--- src/rtl/logo_motion_ctrl_pkg.sv ---
// Shared VGA raster constants and the logo-motion FSM state encoding.
package vga_pkg;

    localparam int unsigned H_ACTIVE = 640;
    localparam int unsigned V_ACTIVE = 480;

    typedef enum logic [1:0] {
        IDLE   = 2'd0,
        WAIT   = 2'd1,
        UPDATE = 2'd2
    } motion_state_t;

endpackage

--- src/rtl/logo_motion_ctrl_axis_bounce.sv ---
// One axis of logo motion: step the origin and reflect it at 0 and MAX.
module axis_bounce #(
    parameter int unsigned STEP = 2,
    parameter int unsigned MAX  = 624
) (
    input  logic [9:0] pos,
    input  logic       dir,
    output logic [9:0] next_pos,
    output logic       next_dir,
    output logic       bounce
);

    logic [10:0] pos_ext;
    logic [10:0] sum;
    logic [10:0] diff;

    always_comb begin
        pos_ext  = {1'b0, pos};
        sum      = pos_ext + 11'(STEP);
        diff     = pos_ext - 11'(STEP);
        next_pos = pos;
        next_dir = dir;
        bounce   = 1'b0;
        if (!dir) begin
            if (sum >= 11'(MAX)) begin
                next_pos = 10'(MAX);
                next_dir = 1'b1;
                bounce   = 1'b1;
            end else begin
                next_pos = sum[9:0];
            end
        end else begin
            // The compare guards the subtraction, so diff never wraps when used.
            if (pos_ext <= 11'(STEP)) begin
                next_pos = '0;
                next_dir = 1'b0;
                bounce   = 1'b1;
            end else begin
                next_pos = diff[9:0];
            end
        end
    end

endmodule

--- src/rtl/logo_motion_ctrl.sv ---
// Per-frame bouncing-logo scheduler plus registered per-pixel logo-window lookup.
module logo_motion_ctrl
    import vga_pkg::*;
#(
    parameter int unsigned H_ACTIVE = vga_pkg::H_ACTIVE,
    parameter int unsigned V_ACTIVE = vga_pkg::V_ACTIVE,
    parameter int unsigned LOGO_W   = 16,
    parameter int unsigned LOGO_H   = 128,
    parameter int unsigned STEP     = 2
) (
    input  logic                        clk,
    input  logic                        reset,
    input  logic                        enable,
    input  logic                        frame_tick,
    input  logic                        display_on,
    input  logic [9:0]                  hpos,
    input  logic [9:0]                  vpos,
    output logic [9:0]                  logo_x,
    output logic [9:0]                  logo_y,
    output logic                        dir_x,
    output logic                        dir_y,
    output logic [7:0]                  bounce_cnt,
    output logic [2:0]                  pal_rot,
    output logic                        corner_hit,
    output logic                        in_logo,
    output logic [$clog2(LOGO_W)-1:0]   lx,
    output logic [$clog2(LOGO_H)-1:0]   ly
);

    localparam int unsigned XMAX = H_ACTIVE - LOGO_W;
    localparam int unsigned YMAX = V_ACTIVE - LOGO_H;
    localparam int unsigned LXW  = $clog2(LOGO_W);
    localparam int unsigned LYW  = $clog2(LOGO_H);

    motion_state_t state;
    motion_state_t state_next;
    logic          do_update;

    logic [9:0] next_x;
    logic [9:0] next_y;
    logic       next_dir_x;
    logic       next_dir_y;
    logic       bounce_x;
    logic       bounce_y;

    axis_bounce #(.STEP(STEP), .MAX(XMAX)) u_axis_x (
        .pos      (logo_x),
        .dir      (dir_x),
        .next_pos (next_x),
        .next_dir (next_dir_x),
        .bounce   (bounce_x)
    );

    axis_bounce #(.STEP(STEP), .MAX(YMAX)) u_axis_y (
        .pos      (logo_y),
        .dir      (dir_y),
        .next_pos (next_y),
        .next_dir (next_dir_y),
        .bounce   (bounce_y)
    );

    always_ff @(posedge clk) begin
        if (reset) begin
            state <= IDLE;
        end else begin
            state <= state_next;
        end
    end

    always_comb begin
        state_next = state;
        case (state)
            IDLE:    if (enable) state_next = WAIT;
            WAIT: begin
                if (!enable)         state_next = IDLE;
                else if (frame_tick) state_next = UPDATE;
            end
            UPDATE:  state_next = enable ? WAIT : IDLE;
            default: state_next = IDLE;
        endcase
    end

    always_comb begin
        do_update = (state == UPDATE);
    end

    // The update commits even when enable drops during UPDATE; only reset discards it.
    always_ff @(posedge clk) begin
        if (reset) begin
            logo_x     <= '0;
            logo_y     <= '0;
            dir_x      <= 1'b0;
            dir_y      <= 1'b0;
            bounce_cnt <= '0;
            pal_rot    <= '0;
            corner_hit <= 1'b0;
        end else begin
            corner_hit <= do_update && bounce_x && bounce_y;
            if (do_update) begin
                logo_x <= next_x;
                logo_y <= next_y;
                dir_x  <= next_dir_x;
                dir_y  <= next_dir_y;
                if (bounce_x || bounce_y) begin
                    bounce_cnt <= bounce_cnt + 8'd1;
                    pal_rot    <= pal_rot + 3'd1;
                end
            end
        end
    end

    logic [10:0] x_end;
    logic [10:0] y_end;
    logic        hit;

    always_comb begin
        x_end = {1'b0, logo_x} + 11'(LOGO_W);
        y_end = {1'b0, logo_y} + 11'(LOGO_H);
        hit   = display_on
              && (hpos >= logo_x) && ({1'b0, hpos} < x_end)
              && (vpos >= logo_y) && ({1'b0, vpos} < y_end);
    end

    always_ff @(posedge clk) begin
        if (reset) begin
            in_logo <= 1'b0;
            lx      <= '0;
            ly      <= '0;
        end else begin
            in_logo <= hit;
            lx      <= LXW'(hpos - logo_x);
            ly      <= LYW'(vpos - logo_y);
        end
    end

endmodule

--- config.mk ---
export PLATFORM = sky130hd
export DESIGN_NAME = logo_motion_ctrl
export DESIGN_NICKNAME = d
export VERILOG_FILES = /design/src/rtl/logo_motion_ctrl_pkg.sv /design/src/rtl/logo_motion_ctrl_axis_bounce.sv /design/src/rtl/logo_motion_ctrl.sv
export SDC_FILE = /design/constraint.sdc
export NUM_CORES = 1
export LEC_CHECK = 0
export CAP_MARGIN = 25
export CORE_MARGIN = 2
export CORE_UTILIZATION = 30
export DETAILED_ROUTE_END_ITERATION = 6
export SETUP_SLACK_MARGIN = 0.2
export SLEW_MARGIN = 40
export SYNTH_ARGS = -nofsm -noshare
export SYNTH_HDL_FRONTEND = slang
export SYNTH_SLANG_ARGS = --single-unit
--- constraint.sdc ---
create_clock -name clk -period 6.8 [get_ports clk]
set_clock_uncertainty 0.05 [all_clocks]
set_input_delay 1.36 -clock clk [delete_from_list [all_inputs] [get_ports clk]]
set_output_delay 1.36 -clock clk [all_outputs]
set_load 0.02 [all_outputs]
==> impl_metrics.py <==
metrics = {
    "run_status": {
        "status": "complete, no violations",
    },
    "clocking": {
        "cts.clk_slew.worst_paths_ns": 0.07,
        "clk_latency_ns": 0.30,
        "ctsLongestPathBuffers": 2,
        "hold_buffers": 0,
        "htreeDepth": 2,
        "post-cts-setup-buffers": 0,
        "cts_buffers": 5,
        "clock-sinks": 46,
        "cts_tree": "done",
        "root_buffer": "clkbuf_16",
        "cts_resized": 0,
    },
    "synthesis": {
        "ys_warn_count": 0,
        "synth_ff_type": "dfxtp_1",
        "synth_top_cells_by_area": "dfxtp_1 (25%), ha_1 (14%), xnor2_1 (5.3%), a21oi_1 (4.7%), o21ai_0 (3.5%)",
        "yosysSeqAreaShare": 0.2543,
        "synth_largest_area_cell": "dfxtp_1",
        "synth-edff-count": 0,
        "synthesis.instances": 446,
        "avgSynthCellArea_sq_um": 8.119,
        "postSynth.asyncResetShare": 0,
        "synth.most_common_cell": "dfxtp_1",
        "synthTopCellsByCount": "dfxtp_1 (46), ha_1 (41), a21oi_1 (34)",
        "ys_ff_latch": 46,
        "synth_cell_types": 73,
        "netlist.area_leader.share": 0.2543,
        "synth_area_sq_mm": 0.003621,
    },
    "critical_path": {
        "r2r_start": "logo_x[4]",
        "reg2reg_setup_slack_ns": 3.75,
        "r2r-end": "pal_rot[1]",
        "slowest_stage": "fa_1",
        "critical_path.cell_chain": "clkdlybuf4s50_1, fa_1, o21a_1, o21ai_0, a21oi_1, o2111a_1, a2111oi_0, nor3b_1",
        "critPathRequiredTime_ns": 6.92,
        "worstPathMaxFanout": 2,
        "reg2reg_depth": 9,
        "arrival_ns": 3.47,
        "critPathBufInv": 1,
        "critPathKind": "in2reg",
        "crit_family": "compound AO/OA/AOI/OAI gates",
        "setup.worst_path.end_class": "flip-flop",
        "worst_setup_path_start_kind": "input port",
        "slowest_delay_ns": 0.48,
    },
    "pwr": {
        "pwr-share-seq": 0.436,
        "p_clk_frac": 0.401,
        "p_switching_mw": 0.1737,
        "comb_power_share": 0.163,
        "p_sw_frac": 0.2682,
        "power.density_mw_per_mm2": 142.8,
        "p_int_mw": 0.4740,
        "p_leak_nw": 1.614,
        "peakVddDrop_mv": 0.07965,
    },
    "floorplan": {
        "io_pins": 71,
        "start_util": 0.3040,
        "die-height_microns": 113.9,
        "die_w_microns": 113.9,
        "rows": 40,
        "dieArea_sq_mm": 0.01297,
        "core-area_sq_mm": 0.01191,
    },
    "global_route": {
        "grt_overflow": 0,
        "grt_use_met3": 0.03241,
        "antenna_found_initial": 0,
        "grt_pass1_vias": 3350,
        "grt_use_met2": 0.2515,
        "grt_pass1_wl_microns": 16700,
        "grt_use_total": 0.1589,
        "grt_max_degree": 47,
        "grt_util_met1": 0.2167,
        "top_usage_layer": "met2",
    },
    "timing": {
        "setup_viol": 0,
        "slew_headroom": 0.5852,
        "worst_pin_slew_ns": 0.6223,
        "hold_viol_final": 0,
        "setup-tns-final_ns": 0,
        "maxSlewViolCount": 0,
        "fin_crit_sh": 0.4924,
        "fin_crit_ns": 3.348,
        "rsz0062_at_grt": "no",
        "fmax_mhz": 298.7,
    },
    "hold_path": {
        "min_path_type": "reg2reg",
        "min_to": "state[1]",
        "hold_start": "state[1]",
        "holdPathStages": 1,
    },
    "detailed_routing": {
        "drt_first_pass_iters": 4,
        "drtIter0Drc": 164,
        "drcViolationCount": 0,
        "ant_nets": 0,
        "num_vias": 3489,
        "totalWireLength_microns": 10090,
        "vias_per_cell": 5.376,
        "avgRoutedWirePerCell_microns": 15.55,
    },
    "place": {
        "io_buffer_count": 68,
        "gp_congestion": 0.8743,
        "dp_hpwl_microns": 7422,
    },
    "layout": {
        "diodes": 0,
        "final.fill_count": 1238,
        "nets": 569,
        "seq_area_sq_um": 920.9,
        "drive_above_1_share": 0.04980,
        "final_core_util": 0.3809,
        "multi_input_area_sq_mm": 0.002461,
        "synthToLayoutAreaGrowth_pct": 25.29,
    },
    "job": {
        "drv_cap": 0,
    },
}
[layout make-up]
cell class | instances | area share
timing repair buffer | 71 | 0.1550
clock buffer | 6 | 0.03061
inverter | 31 | 0.02565
tap | 147 | 0.04054
clock inverter | 2 | 0.002758
multi-input combinational | 346 | 0.5425
sequential | 46 | 0.2030
[power groups by stage]
stage / Combinational [mW] / Sequential [mW] / Clock, mW
after global placement: 0.103 / 0.288 / 0
after floorplan: 0.0549 / 0.295 / 0
final: 0.105 / 0.282 / 0.260
after CTS: 0.106 / 0.282 / 0.267
after global routing: 0.117 / 0.283 / 0.277
after detailed placement: 0.105 / 0.288 / 0
[state kept, by name (all words and copies together), names as in the netlist]
signal,cells
logo_x,9
logo_y,9
bounce_cnt,8
ly,7
lx,4
pal_rot,3
state,2
corner_hit,1
dir_x,1
dir_y,1
in_logo,1
[through the flow]
| stage | hold WS, ns | setup WS, ns | area (sq um) | power [mW] | cells |
|---|---|---|---|---|---|
| 2_1_floorplan | 0.3790 | 3.790 | 3628 | 0.3497 | 448 |
| 6_report | 0.4097 | 3.452 | 4537 | 0.6477 | 649 |
| 4_1_cts | 0.4132 | 3.427 | 4537 | 0.6551 | 649 |
| 3_3_place_gp | 0.3939 | 3.102 | 4385 | 0.3908 | 641 |
| 3_5_place_dp | 0.4028 | 3.112 | 4385 | 0.3938 | 641 |
| 5_1_grt | 0.4477 | 3.247 | 4537 | 0.6771 | 649 |
[layout by cell type, fill, tap and decap left out, types with 3 or more instances in the layout]
cell,instances
clkbuf_16,5
mux2i_1,3
and3_1,6
a221oi_1,4
ha_1,41
nand3_1,22
nor2b_1,9
clkdlybuf4s50_1,68
nand2_1,21
a211oi_1,8
dfxtp_1,46
inv_1,30
nor4_1,6
nor2_1,26
nand2b_1,6
o21a_1,6
o211ai_1,3
a31oi_1,7
buf_4,3
conb_1,4
o21ai_0,25
nand4_1,7
o21ai_1,3
a21o_1,7
a21oi_1,34
nor3_1,22
xnor2_1,22
[worst reg2reg max path, delay by kind of cell (launching register included)]
kind                       cells  cell delay, ns
AOI/OAI and AO/OA              5            1.35
DFF                            1            0.65
adders and majority gates      1            0.31
buffers and inverters          1            0.26
muxes                          1            0.25
and+or+nand+nor                1            0.05
[worst max-delay path by stage]
stage,start,to,cells after the start,slack [ns]
finish,hpos[1],in_logo,8,3.45
global route,hpos[1],in_logo,8,3.25
CTS,hpos[1],in_logo,8,3.43
detailed placement,hpos[1],in_logo,8,3.11
global placement,hpos[1],in_logo,8,3.10
floorplan,hpos[1],in_logo,7,3.79
[cells by family (layout without fill, tap and decap cells)]
family,count (synthesis),after routing,share of synthesized area
AOI/OAI and AO/OA,131,131,0.2495
xor gates and xnor gates,23,23,0.05563
adders and majority gates,43,43,0.1527
buffers and inverters,56,110,0.06807
DFF,46,46,0.2543
muxes,4,4,0.01140
other,2,4,0.002074
and+or+nand+nor,141,141,0.2063
[routing by layer]
metal / part of all wire / vias to the layer above
met5: 0 / -
met2: 0.44 / 96
li1: - / 1734
met4: 0.019 / 0
met3: 0.055 / 13
met1: 0.48 / 1646
Note: power is estimated with default switching activity, not from simulation.
